===== src/rtl/dram_rqst_arbiter_if.sv =====
// Handshake bundle between the flash-channel requesters, the DRAM request arbiter,
// the DRAM request FIFO and the completion path of the PLB master controller.
interface dram_rqst_arbiter_if #(
    parameter int NUM_RQSTERS               = 4,
    parameter int DRAM_RQST_FIFO_DATA_WIDTH = 45,
    parameter int TAG_FIFO_AWIDTH           = 4
);
    logic [NUM_RQSTERS-1:0]                           i_rqst_valid;
    logic [NUM_RQSTERS*DRAM_RQST_FIFO_DATA_WIDTH-1:0] i_rqst_data;
    logic [NUM_RQSTERS-1:0]                           o_rqst_ack;
    logic [NUM_RQSTERS-1:0]                           o_rqst_done;
    logic [NUM_RQSTERS-1:0]                           o_rqst_err;
    logic [DRAM_RQST_FIFO_DATA_WIDTH-1:0]             o_dram_rqst_fifo_data;
    logic                                             o_dram_rqst_fifo_we;
    logic                                             i_dram_rqst_fifo_full;
    logic                                             i_rqst_complete;
    logic [TAG_FIFO_AWIDTH:0]                         o_outstanding;
    logic                                             o_tag_underflow;

    // The arbiter is the master: it writes the request FIFO and answers requesters.
    modport master (
        input  i_rqst_valid,
        input  i_rqst_data,
        input  i_dram_rqst_fifo_full,
        input  i_rqst_complete,
        output o_rqst_ack,
        output o_rqst_done,
        output o_rqst_err,
        output o_dram_rqst_fifo_data,
        output o_dram_rqst_fifo_we,
        output o_outstanding,
        output o_tag_underflow
    );

    modport slave (
        output i_rqst_valid,
        output i_rqst_data,
        output i_dram_rqst_fifo_full,
        output i_rqst_complete,
        input  o_rqst_ack,
        input  o_rqst_done,
        input  o_rqst_err,
        input  o_dram_rqst_fifo_data,
        input  o_dram_rqst_fifo_we,
        input  o_outstanding,
        input  o_tag_underflow
    );
endinterface


===== src/rtl/dram_rqst_arbiter.sv =====
// Round-robin arbiter sharing the DRAM request FIFO among flash-channel requesters, with an
// in-order tag FIFO routing completions back. Define DRAM_RQST_LEN_CHECK_EN to reject bad lengths.
module dram_rqst_arbiter #(
    parameter int NUM_RQSTERS               = 4,
    parameter int RQSTER_ID_WIDTH           = 2,
    parameter int DRAM_RQST_FIFO_DATA_WIDTH = 45,
    parameter int TAG_FIFO_AWIDTH           = 4
) (
    input  logic                Bus2IP_Clk,
    input  logic                Bus2IP_Resetn,
    dram_rqst_arbiter_if.master rqst_if
);

    localparam int TAG_DEPTH = 2 ** TAG_FIFO_AWIDTH;
    localparam int CNT_W     = TAG_FIFO_AWIDTH + 1;
    localparam int IDX_W     = RQSTER_ID_WIDTH + 1;
    localparam int DW        = DRAM_RQST_FIFO_DATA_WIDTH;

    localparam logic [CNT_W-1:0] TAG_FULL_CNT = CNT_W'(TAG_DEPTH);
    localparam logic [IDX_W-1:0] NUM_RQ_IDX   = IDX_W'(NUM_RQSTERS);

    typedef enum logic {
        ARB  = 1'b0,
        PUSH = 1'b1
    } state_e;

    state_e                     state_q,      state_d;
    logic [RQSTER_ID_WIDTH-1:0] rr_ptr_q,     rr_ptr_d;
    logic [TAG_FIFO_AWIDTH-1:0] tag_wr_ptr_q, tag_wr_ptr_d;
    logic [TAG_FIFO_AWIDTH-1:0] tag_rd_ptr_q, tag_rd_ptr_d;
    logic [CNT_W-1:0]           tag_cnt_q,    tag_cnt_d;
    logic [DW-1:0]              fifo_data_q,  fifo_data_d;
    logic                       fifo_we_q,    fifo_we_d;
    logic [NUM_RQSTERS-1:0]     ack_q,        ack_d;
    logic [NUM_RQSTERS-1:0]     done_q,       done_d;
    logic [NUM_RQSTERS-1:0]     err_q,        err_d;
    logic                       underflow_q,  underflow_d;

    logic [RQSTER_ID_WIDTH-1:0] tag_mem_q [TAG_DEPTH];

    logic [DW-1:0]              rqst_word [NUM_RQSTERS];
    logic                       grant_found;
    logic [RQSTER_ID_WIDTH-1:0] grant_idx;
    logic [RQSTER_ID_WIDTH-1:0] grant_next;
    logic [DW-1:0]              grant_word;
    logic                       can_grant;
    logic                       len_ok;
    logic                       tag_push;
    logic                       tag_pop;
    logic [RQSTER_ID_WIDTH-1:0] tag_head;

    for (genvar k = 0; k < NUM_RQSTERS; k++) begin : g_unpack
        assign rqst_word[k] = rqst_if.i_rqst_data[k*DW +: DW];
    end

    // First valid requester at or after rr_ptr, wrapping modulo NUM_RQSTERS.
    always_comb begin : rr_search
        logic [IDX_W-1:0] cand;
        logic [IDX_W-1:0] nxt;
        grant_found = 1'b0;
        grant_idx   = '0;
        cand        = '0;
        for (int k = 0; k < NUM_RQSTERS; k++) begin
            cand = {1'b0, rr_ptr_q} + IDX_W'(k);
            if (cand >= NUM_RQ_IDX) begin
                cand = cand - NUM_RQ_IDX;
            end
            if (!grant_found && rqst_if.i_rqst_valid[cand[RQSTER_ID_WIDTH-1:0]]) begin
                grant_found = 1'b1;
                grant_idx   = cand[RQSTER_ID_WIDTH-1:0];
            end
        end
        nxt = {1'b0, grant_idx} + IDX_W'(1);
        if (nxt == NUM_RQ_IDX) begin
            nxt = '0;
        end
        grant_next = nxt[RQSTER_ID_WIDTH-1:0];
    end

    assign grant_word = rqst_word[grant_idx];
    assign can_grant  = grant_found && !rqst_if.i_dram_rqst_fifo_full && (tag_cnt_q < TAG_FULL_CNT);

`ifdef DRAM_RQST_LEN_CHECK_EN
    localparam int LEN_LSB = 1;
    localparam int LEN_MSB = 12;

    logic [LEN_MSB-LEN_LSB:0] grant_len;

    assign grant_len = grant_word[LEN_MSB:LEN_LSB];
    assign len_ok    = (grant_len != '0) && (grant_len[3:0] == 4'h0);
`else
    assign len_ok = 1'b1;
`endif

    // Grant is made only from ARB; the PUSH bubble lets full and requester valid settle.
    always_comb begin
        state_d     = state_q;
        rr_ptr_d    = rr_ptr_q;
        fifo_data_d = '0;
        fifo_we_d   = 1'b0;
        ack_d       = '0;
        err_d       = '0;
        tag_push    = 1'b0;
        case (state_q)
            ARB: begin
                if (can_grant) begin
                    rr_ptr_d = grant_next;
                    state_d  = PUSH;
                    if (len_ok) begin
                        fifo_data_d          = grant_word;
                        fifo_we_d            = 1'b1;
                        ack_d[grant_idx]     = 1'b1;
                        tag_push             = 1'b1;
                    end else begin
                        err_d[grant_idx]     = 1'b1;
                    end
                end
            end
            PUSH: begin
                state_d = ARB;
            end
            default: begin
                state_d = ARB;
            end
        endcase
    end

    always_comb begin
        tag_head     = tag_mem_q[tag_rd_ptr_q];
        tag_pop      = rqst_if.i_rqst_complete && (tag_cnt_q != '0);
        done_d       = '0;
        underflow_d  = underflow_q;
        if (tag_pop) begin
            done_d[tag_head] = 1'b1;
        end
        if (rqst_if.i_rqst_complete && (tag_cnt_q == '0)) begin
            underflow_d = 1'b1;
        end
        tag_wr_ptr_d = tag_wr_ptr_q + TAG_FIFO_AWIDTH'(tag_push);
        tag_rd_ptr_d = tag_rd_ptr_q + TAG_FIFO_AWIDTH'(tag_pop);
        tag_cnt_d    = tag_cnt_q + CNT_W'(tag_push) - CNT_W'(tag_pop);
    end

    always_ff @(posedge Bus2IP_Clk or negedge Bus2IP_Resetn) begin
        if (!Bus2IP_Resetn) begin
            state_q      <= ARB;
            rr_ptr_q     <= '0;
            tag_wr_ptr_q <= '0;
            tag_rd_ptr_q <= '0;
            tag_cnt_q    <= '0;
            fifo_data_q  <= '0;
            fifo_we_q    <= 1'b0;
            ack_q        <= '0;
            done_q       <= '0;
            err_q        <= '0;
            underflow_q  <= 1'b0;
        end else begin
            state_q      <= state_d;
            rr_ptr_q     <= rr_ptr_d;
            tag_wr_ptr_q <= tag_wr_ptr_d;
            tag_rd_ptr_q <= tag_rd_ptr_d;
            tag_cnt_q    <= tag_cnt_d;
            fifo_data_q  <= fifo_data_d;
            fifo_we_q    <= fifo_we_d;
            ack_q        <= ack_d;
            done_q       <= done_d;
            err_q        <= err_d;
            underflow_q  <= underflow_d;
        end
    end

    // Tag storage needs no reset: occupancy is tracked entirely by the pointers and count.
    always_ff @(posedge Bus2IP_Clk) begin
        if (tag_push) begin
            tag_mem_q[tag_wr_ptr_q] <= grant_idx;
        end
    end

    assign rqst_if.o_dram_rqst_fifo_data = fifo_data_q;
    assign rqst_if.o_dram_rqst_fifo_we   = fifo_we_q;
    assign rqst_if.o_rqst_ack            = ack_q;
    assign rqst_if.o_rqst_done           = done_q;
    assign rqst_if.o_rqst_err            = err_q;
    assign rqst_if.o_outstanding         = tag_cnt_q;
    assign rqst_if.o_tag_underflow       = underflow_q;

endmodule

===== src/flat_wrapper.sv =====
// flat-port wrapper written by rule: the top's interface ports become plain ports
module dram_rqst_arbiter_flat 
#(
    parameter int NUM_RQSTERS               = 4,
    parameter int RQSTER_ID_WIDTH           = 2,
    parameter int DRAM_RQST_FIFO_DATA_WIDTH = 45,
    parameter int TAG_FIFO_AWIDTH           = 4
)
  (Bus2IP_Clk, Bus2IP_Resetn, rqst_if_i_rqst_valid, rqst_if_i_rqst_data, rqst_if_i_dram_rqst_fifo_full, rqst_if_i_rqst_complete, rqst_if_o_rqst_ack, rqst_if_o_rqst_done, rqst_if_o_rqst_err, rqst_if_o_dram_rqst_fifo_data, rqst_if_o_dram_rqst_fifo_we, rqst_if_o_outstanding, rqst_if_o_tag_underflow);
  dram_rqst_arbiter_if #(.NUM_RQSTERS(NUM_RQSTERS), .DRAM_RQST_FIFO_DATA_WIDTH(DRAM_RQST_FIFO_DATA_WIDTH), .TAG_FIFO_AWIDTH(TAG_FIFO_AWIDTH)) rqst_if_i ();
  input  logic Bus2IP_Clk;
  input  logic Bus2IP_Resetn;
  input wire logic [$bits(rqst_if_i.i_rqst_valid)-1:0] rqst_if_i_rqst_valid;
  input wire logic [$bits(rqst_if_i.i_rqst_data)-1:0] rqst_if_i_rqst_data;
  input wire logic [$bits(rqst_if_i.i_dram_rqst_fifo_full)-1:0] rqst_if_i_dram_rqst_fifo_full;
  input wire logic [$bits(rqst_if_i.i_rqst_complete)-1:0] rqst_if_i_rqst_complete;
  output wire logic [$bits(rqst_if_i.o_rqst_ack)-1:0] rqst_if_o_rqst_ack;
  output wire logic [$bits(rqst_if_i.o_rqst_done)-1:0] rqst_if_o_rqst_done;
  output wire logic [$bits(rqst_if_i.o_rqst_err)-1:0] rqst_if_o_rqst_err;
  output wire logic [$bits(rqst_if_i.o_dram_rqst_fifo_data)-1:0] rqst_if_o_dram_rqst_fifo_data;
  output wire logic [$bits(rqst_if_i.o_dram_rqst_fifo_we)-1:0] rqst_if_o_dram_rqst_fifo_we;
  output wire logic [$bits(rqst_if_i.o_outstanding)-1:0] rqst_if_o_outstanding;
  output wire logic [$bits(rqst_if_i.o_tag_underflow)-1:0] rqst_if_o_tag_underflow;
  assign rqst_if_i.i_rqst_valid = rqst_if_i_rqst_valid;
  assign rqst_if_i.i_rqst_data = rqst_if_i_rqst_data;
  assign rqst_if_i.i_dram_rqst_fifo_full = rqst_if_i_dram_rqst_fifo_full;
  assign rqst_if_i.i_rqst_complete = rqst_if_i_rqst_complete;
  assign rqst_if_o_rqst_ack = rqst_if_i.o_rqst_ack;
  assign rqst_if_o_rqst_done = rqst_if_i.o_rqst_done;
  assign rqst_if_o_rqst_err = rqst_if_i.o_rqst_err;
  assign rqst_if_o_dram_rqst_fifo_data = rqst_if_i.o_dram_rqst_fifo_data;
  assign rqst_if_o_dram_rqst_fifo_we = rqst_if_i.o_dram_rqst_fifo_we;
  assign rqst_if_o_outstanding = rqst_if_i.o_outstanding;
  assign rqst_if_o_tag_underflow = rqst_if_i.o_tag_underflow;
  dram_rqst_arbiter #(.NUM_RQSTERS(NUM_RQSTERS), .RQSTER_ID_WIDTH(RQSTER_ID_WIDTH), .DRAM_RQST_FIFO_DATA_WIDTH(DRAM_RQST_FIFO_DATA_WIDTH), .TAG_FIFO_AWIDTH(TAG_FIFO_AWIDTH)) u_core (.Bus2IP_Clk(Bus2IP_Clk), .Bus2IP_Resetn(Bus2IP_Resetn), .rqst_if(rqst_if_i));
endmodule

===== config.mk =====
export PLATFORM = sky130hd
export DESIGN_NAME = dram_rqst_arbiter_flat
export DESIGN_NICKNAME = d
export VERILOG_FILES = /design/src/rtl/dram_rqst_arbiter_if.sv /design/src/rtl/dram_rqst_arbiter.sv /design/src/flat_wrapper.sv
export SDC_FILE = /design/constraint.sdc
export NUM_CORES = 1
export LEC_CHECK = 0
export ABC_AREA = 1
export CAP_MARGIN = 15
export CORE_MARGIN = 2
export CORE_UTILIZATION = 44
export DETAILED_ROUTE_END_ITERATION = 7
export PLACE_DENSITY = 0.82
export SETUP_SLACK_MARGIN = 0.3
export SKIP_CTS_REPAIR_TIMING = 1
export SLEW_MARGIN = 10
export SYNTH_ARGS = -nofsm -noshare
export SYNTH_HDL_FRONTEND = slang
export SYNTH_SLANG_ARGS = --single-unit

===== constraint.sdc =====
create_clock -name Bus2IP_Clk -period 3 [get_ports Bus2IP_Clk]
set_input_delay 0.3 -clock Bus2IP_Clk [delete_from_list [all_inputs] [get_ports Bus2IP_Clk]]
set_output_delay 0.3 -clock Bus2IP_Clk [all_outputs]
set_load 0.01 [all_outputs]

==> flow_metrics.tcl, run 1 <==
set metrics [dict create \
    dp_hpwl_mm 13.8 \
    postSynthCellCount 809 \
    grt_first_pass_wirelength_mm 29.6 \
    timing.fmax_mhz 394 \
    peakVddDrop_mv 0.634 \
    cp-end-kind "flip-flop" \
    clkTransAtPathRegs_ps 70 \
    hold_path_class "primary input to async pin" \
    syn_area_um2 6050 \
    clkSinkCount 102 \
    vias_per_cell 5.02 \
    nNetsFinal 1239 \
    cp_max_fo 9 \
    synth_xor_area_share_pct 1.16 \
    synth_compound_area_share_pct 3.58 \
    drive_gt1_share_pct 5.38 \
    drv_cap 0 \
    grt_max_degree 71 \
    clk-insertion-delay-late_ps 350 \
    cpPeakStageDelay_ps 460 \
    async_flop_share_pct 68.6 \
    wl_per_cell_um 15.7 \
    grt_setup_unrepaired "no" \
    crit_slowest_cell "dfrtp_2" \
    postLayoutCellArea_um2 8890 \
    gp_congestion 0.936 \
    synth.most_common_cell "nand2_1" \
    min_period_over_period_pct 84.5 \
    overflow 0 \
    drc 0 \
    core_region_area_um2 13300 \
    fin_worst_skew_ps 7.12 \
    synth_top_cell_area_share_pct 28.9 \
    synth_top_family_by_area "simple AND/OR/NAND/NOR gates" \
    leakage_uw 0.00418 \
    power.density_nw_per_um2 1090 \
    die_h_um 121 \
    muxShareOfSynthArea_pct 0 \
    synth_common_cells "nand2_1 (217), nor2_1 (180), inv_1 (76)" \
    cts_tree "built" \
    detailroute.via_count 6105 \
    cts_made_buffers 9 \
    start_kind "flip-flop" \
    layout_min_cycle_time_ps 2540 \
    fp-row-count 42 \
    clk_path_buf_depth 2 \
    portBuffers 247 \
    wl_mm 19.1 \
    clockRootBuffer "clkbuf_16" \
    yosysTopAreaCell "dfrtp_1" \
    ys_ff_latch 102 \
    drtIter0Drc 345 \
    critPathTopFamily "simple AND/OR/NAND/NOR gates" \
    arrival_ps 2770 \
    num_io_pins 252 \
    grt_pass1_vias 5923 \
    path_cells "buf_4, nand2_1, nand2_1, nor2_1, nor2_1, nand3_2, nand2_4, inv_2, ha_1, inv_1, fa_1, o21ai_0, a21oi_1, xor2_1" \
    start_util_pct 45.3 \
    synth_area_leaders "dfrtp_1 (29%), edfxtp_1 (16%), nand2_1 (13%), nor2_1 (11%), nand3_1 (4.7%)" \
    avgSynthCellArea_um2 7.48 \
    ys_warn_count 0 \
    die_x_um 121 \
    finalSetupTns_ps 0 \
    yosysSeqAreaShare_pct 44.8 \
    critPathRequiredTime_ps 3240 \
    hold_viol 0 \
    grt_usage_pct 26.2 \
    status "complete, no violations" \
    worst_slew_pin_slew_ps 934 \
    synth_cell_types 33 \
    setup_viol 0 \
    timing_worst_setup_path_type "flip-flop to flip-flop" \
    maxSlewViolCount 0 \
    synthAdderAreaFrac_pct 3.43 \
    final_antenna_net_count 0 \
    dieArea_um2 14700 \
    post-route-util_pct 66.6 \
    slew_headroom_pct 37.7 \
    synthSimpleGateAreaFrac_pct 36.4 \
    worst-path-buf-inv 3 \
    synthToLayoutAreaGrowth_pct 47.0 \
    placed_cell_area_um2 8550 \
    htreeDepth 3 \
    antenna_found_initial 0 \
    synthFlopType "dfrtp_1" \
    dr.pass1.iters 5 \
    synth_edf_count 32 \
]
-- path summary, 6_finish.rpt --
| check | slack [ps] | start | to | depth (start not counted) |
|---|---|---|---|---|
| setup / recovery | 460 | u_core.rr_ptr_q[0] | u_core.rqst_if.o_outstanding[4] | 14 |
| hold / removal | 70 | Bus2IP_Resetn | u_core.rqst_if.o_dram_rqst_fifo_data[16] | 1 |
| setup reg to reg | 460 | u_core.rr_ptr_q[0] | u_core.rqst_if.o_outstanding[4] | 14 |
| hold reg to reg | 460 | u_core.rqst_if.o_tag_underflow | u_core.rqst_if.o_tag_underflow | 1 |
| max in group asynchronous | 2260 | Bus2IP_Resetn | u_core.rr_ptr_q[0] | 1 |
| min in group Bus2IP_Clk | 460 | u_core.rqst_if.o_tag_underflow | u_core.rqst_if.o_tag_underflow | 1 |
-- worst register-to-register path, delay by kind of cell (launching register included) --
kind	cells	cell delay (ps)
simple gates	6	690
fa+ha+maj	2	560
flops	1	460
buf+inv	3	280
compound gates	2	270
xor+xnor	1	140
-- sequential cells by signal, summed over array words and instances (netlist names), 2 cells and up --
name	flops
u_core.rqst_if.o_dram_rqst_fifo_data	45
u_core.rqst_if.o_outstanding	5
u_core.rr_ptr_q	2
u_core.rqst_if.o_rqst_done	4
u_core.tag_rd_ptr_q	4
u_core.tag_mem_q	32
u_core.rqst_if.o_rqst_ack	4
u_core.tag_wr_ptr_q	4
-- power breakdown --
part | total (µW) | internal (µW) | switching (µW) | leakage [µW]
registers | 2300 | 2050 | 256 | 0.00121
clock network | 1220 | 663 | 555 | 0.000150
logic | 6210 | 2380 | 3830 | 0.00282
-- final cells by class --
class / instances / area [µm²]
inverter: 82 / 308
antenna: 1 / 2.50
sequential: 102 / 2710
tap: 176 / 220
clock buffer: 10 / 229
fill: 1115 / 4450
clock inverter: 6 / 76.3
multi-input combinational: 577 / 2720
timing repair buffer: 263 / 2630
-- stage by stage --
stage	hold WS [ps]	std cells	setup slack [ps]	total power [µW]
6_report	69.3	1217	464	9730
3_5_place_dp	456	1196	269	8490
5_1_grt	163	1216	333	10600
2_1_floorplan	4.41	812	415	6620
3_3_place_gp	471	1196	402	8370
4_1_cts	120	1212	291	9740
-- cell usage in the layout (no fill, tap or decap), types with 2 or more instances in the layout --
| master | Yosys | final |
|---|---|---|
| o21ai_0 | 19 | 19 |
| buf_12 | 0 | 3 |
| inv_2 | 6 | 6 |
| nand2_1 | 217 | 217 |
| conb_1 | 1 | 4 |
| o211ai_1 | 3 | 3 |
| nand2_4 | 2 | 2 |
| clkbuf_16 | 0 | 9 |
| clkinv_4 | 0 | 2 |
| nor2_2 | 1 | 2 |
| xor2_1 | 7 | 7 |
| nand3_4 | 2 | 2 |
| nand4_1 | 45 | 45 |
| nand2_2 | 4 | 4 |
| nand3_1 | 57 | 56 |
| dfrtp_1 | 70 | 69 |
| clkdlybuf4s50_1 | 0 | 246 |
| ha_1 | 15 | 15 |
| o221ai_1 | 5 | 5 |
| edfxtp_1 | 32 | 32 |
| o22ai_1 | 3 | 3 |
| inv_6 | 0 | 2 |
| a21oi_1 | 2 | 2 |
| nand3_2 | 5 | 6 |
| buf_4 | 9 | 14 |
| nor2_1 | 180 | 179 |
| inv_1 | 76 | 76 |
-- cells by family after synthesis --
family / after synthesis
fa+ha+maj: 16
compound gates: 35
buf+inv: 133
xor+xnor: 8
simple gates: 514
other cells: 1
flops: 102
-- routing by layer --
metal	global-route usage, %	up-vias	part of all wire (%)
li1	-	3007	-
met1	30.8	2785	37
met2	43.7	258	50
met3	8.74	55	8.7
met4	11.1	0	3.8
met5	0	-	0
No activity file was read; power rests on OpenSTA's default activity.
==> run 2: changes to the inputs <==
- clock period: 3 -> 2.4 ns (I/O delays scaled with it)
==> run 2 against run 1 <==
- combinational power rose by 140%
- clock power up 30%
- largest power group unchanged
- highest routed layer unchanged
- power increased by 100%
- via count increased by 19%
- utilization grew 15 points
- largest cell class is now non-clock buffers
- sequential share of layout area shrank 5.7 points
- critical path depth rose by 2
- cell count is 5.7% higher
- routed wire length grew 47%
- maximum frequency grew 7.1%
- register-to-register slack got worse by 430 ps
- flip-flop and latch count unchanged
==> flow_metrics.tcl, run 2 (synthesis results as in run 1) <==
set metrics [dict create \
    status "complete, no violations" \
    die_x_um 121 \
    drive_gt1_share_pct 26.8 \
    synthToLayoutAreaGrowth_pct 80.9 \
    drc 0 \
    gp_congestion 0.873 \
    arrival_ps 2650 \
    num_io_pins 252 \
    drtIter0Drc 792 \
    fin_worst_skew_ps 6.75 \
    dieArea_um2 14700 \
    start_util_pct 45.3 \
    core_region_area_um2 13300 \
    start_kind "flip-flop" \
    layout_min_cycle_time_ps 2370 \
    antenna_found_initial 0 \
    hold_path_class "primary input to async pin" \
    grt_max_degree 71 \
    portBuffers 247 \
    cp_max_fo 6 \
    clk-insertion-delay-late_ps 370 \
    slew_headroom_pct 36.4 \
    drv_cap 0 \
    grt_usage_pct 26.0 \
    timing_worst_setup_path_type "flip-flop to flip-flop" \
    grt_first_pass_wirelength_mm 29.3 \
    leakage_uw 0.00502 \
    die_h_um 121 \
    detailroute.via_count 7270 \
    final_cells 1286 \
    hold_viol 0 \
    timing.fmax_mhz 422 \
    p_total_uw 19500 \
    num-fill-cells 696 \
    setup_viol 0 \
    final_antenna_net_count 0 \
    clockRootBuffer "clkbuf_16" \
    wl_mm 28.0 \
    maxSlewViolCount 0 \
    final_common_cell "clkdlybuf4s50_1" \
    htreeDepth 3 \
    wl_per_cell_um 21.8 \
    dp_hpwl_mm 14.2 \
    final_cell_mix "clkdlybuf4s50_1 (246), nor2_1 (152), nand2_1 (133)" \
    largest_reg_flops 45 \
    post-place-cells 1206 \
    critPathRequiredTime_ps 2680 \
    cts_made_buffers 9 \
    n_antenna_cell 0 \
    clkSinkCount 102 \
    power.density_nw_per_um2 1780 \
    worst_slew_pin_slew_ps 955 \
    min_period_over_period_pct 98.7 \
    vias_per_cell 5.65 \
    overflow 0 \
    grt_setup_unrepaired "yes" \
    dr.pass1.iters 6 \
    clk_path_buf_depth 2 \
    cp-end-kind "flip-flop" \
    peakVddDrop_mv 1.06 \
    grt_pass1_vias 5754 \
    clkTransAtPathRegs_ps 80 \
    fp-row-count 42 \
    cts_tree "built" \
    nNetsFinal 1309 \
]
-- run 2: cell count changes in the layout (fill, tap and decap cells not counted), moves of 15 or more --
| cell | change |
|---|---|
| buf_12 | +20 |
| buf_6 | +15 |
| clkbuf_16 | +15 |
| nand2_1 | -84 |
| nand2_2 | +44 |
| nand2_4 | +39 |
| nand3_1 | -38 |
| nand3_2 | +35 |
| nor2_1 | -27 |
| nor2_2 | +16 |
-- run 2: layout make-up --
| class | instances | area (µm²) | share of cell area (%) |
|---|---|---|---|
| Clock buffer | 11 | 243 | 2.22 |
| Clock inverter | 5 | 65.1 | 0.594 |
| Inverter | 82 | 328 | 2.99 |
| Multi-Input combinational cell | 578 | 3590 | 32.8 |
| Sequential cell | 102 | 2720 | 24.8 |
| Tap cell | 176 | 220 | 2.01 |
| Timing Repair Buffer | 331 | 3780 | 34.5 |
| Timing Repair inverter | 1 | 6.26 | 0.0571 |
-- run 2: final timing paths --
kind,startpoint,endpoint,slack (ps),cells past startpoint
worst min register to register,u_core.rqst_if.o_tag_underflow,u_core.rqst_if.o_tag_underflow,480,1
min in group Bus2IP_Clk,u_core.rqst_if.o_tag_underflow,u_core.rqst_if.o_tag_underflow,480,1
worst min-delay path,Bus2IP_Resetn,u_core.rqst_if.o_outstanding[4],20,1
max in group asynchronous,Bus2IP_Resetn,u_core.rr_ptr_q[1],1700,1
worst max register to register,u_core.rr_ptr_q[0],u_core.rqst_if.o_dram_rqst_fifo_data[3],30,16
worst max-delay path,u_core.rr_ptr_q[0],u_core.rqst_if.o_dram_rqst_fifo_data[3],30,16
-- run 2: metal layers --
metal	routed length (µm)	track usage [%]
met5	0	0
met4	2110	8.55
met2	13900	44.3
met1	9440	31.2
met3	2560	8.27
-- run 2: worst max-delay path, cell delays in order (launching register included) --
cell and delay (ps):
dfrtp_2 490, clkinv_4 120, nand2_1 120, nand2_4 90, nand2_2 80, nand2_2 60
nor2_4 140, nand3_4 130, buf_6 160, nand3_4 90, buf_12 160, buf_6 110
clkbuf_16 150, nand2_1 50, nand2_1 70, nor2_1 60, nor2_1 180
-- run 2: metrics by stage --
step | area (µm²) | TNS [ps] | util [%] | setup WS [ps] | hold WS, ps
2_1_floorplan | 6120 | 0 | - | 89.3 | -55.6
3_3_place_gp | 8730 | 0 | 65.4 | 76.3 | 438
3_5_place_dp | 8730 | 0 | 65.4 | 0.892 | 446
4_1_cts | 9040 | 0 | 67.7 | 61.8 | 62.9
5_1_grt | 10900 | -105 | 82.0 | -50.1 | 109
6_report | 10900 | 0 | 82.0 | 31.5 | 18.1
-- run 2: report_power, final --
| part | total [µW] | switching (µW) | internal [µW] |
|---|---|---|---|
| combinational | 14900 | 7960 | 6940 |
| sequential | 2970 | 411 | 2560 |
| clock | 1580 | 725 | 853 |
| total | 19500 | 9100 | 10400 |
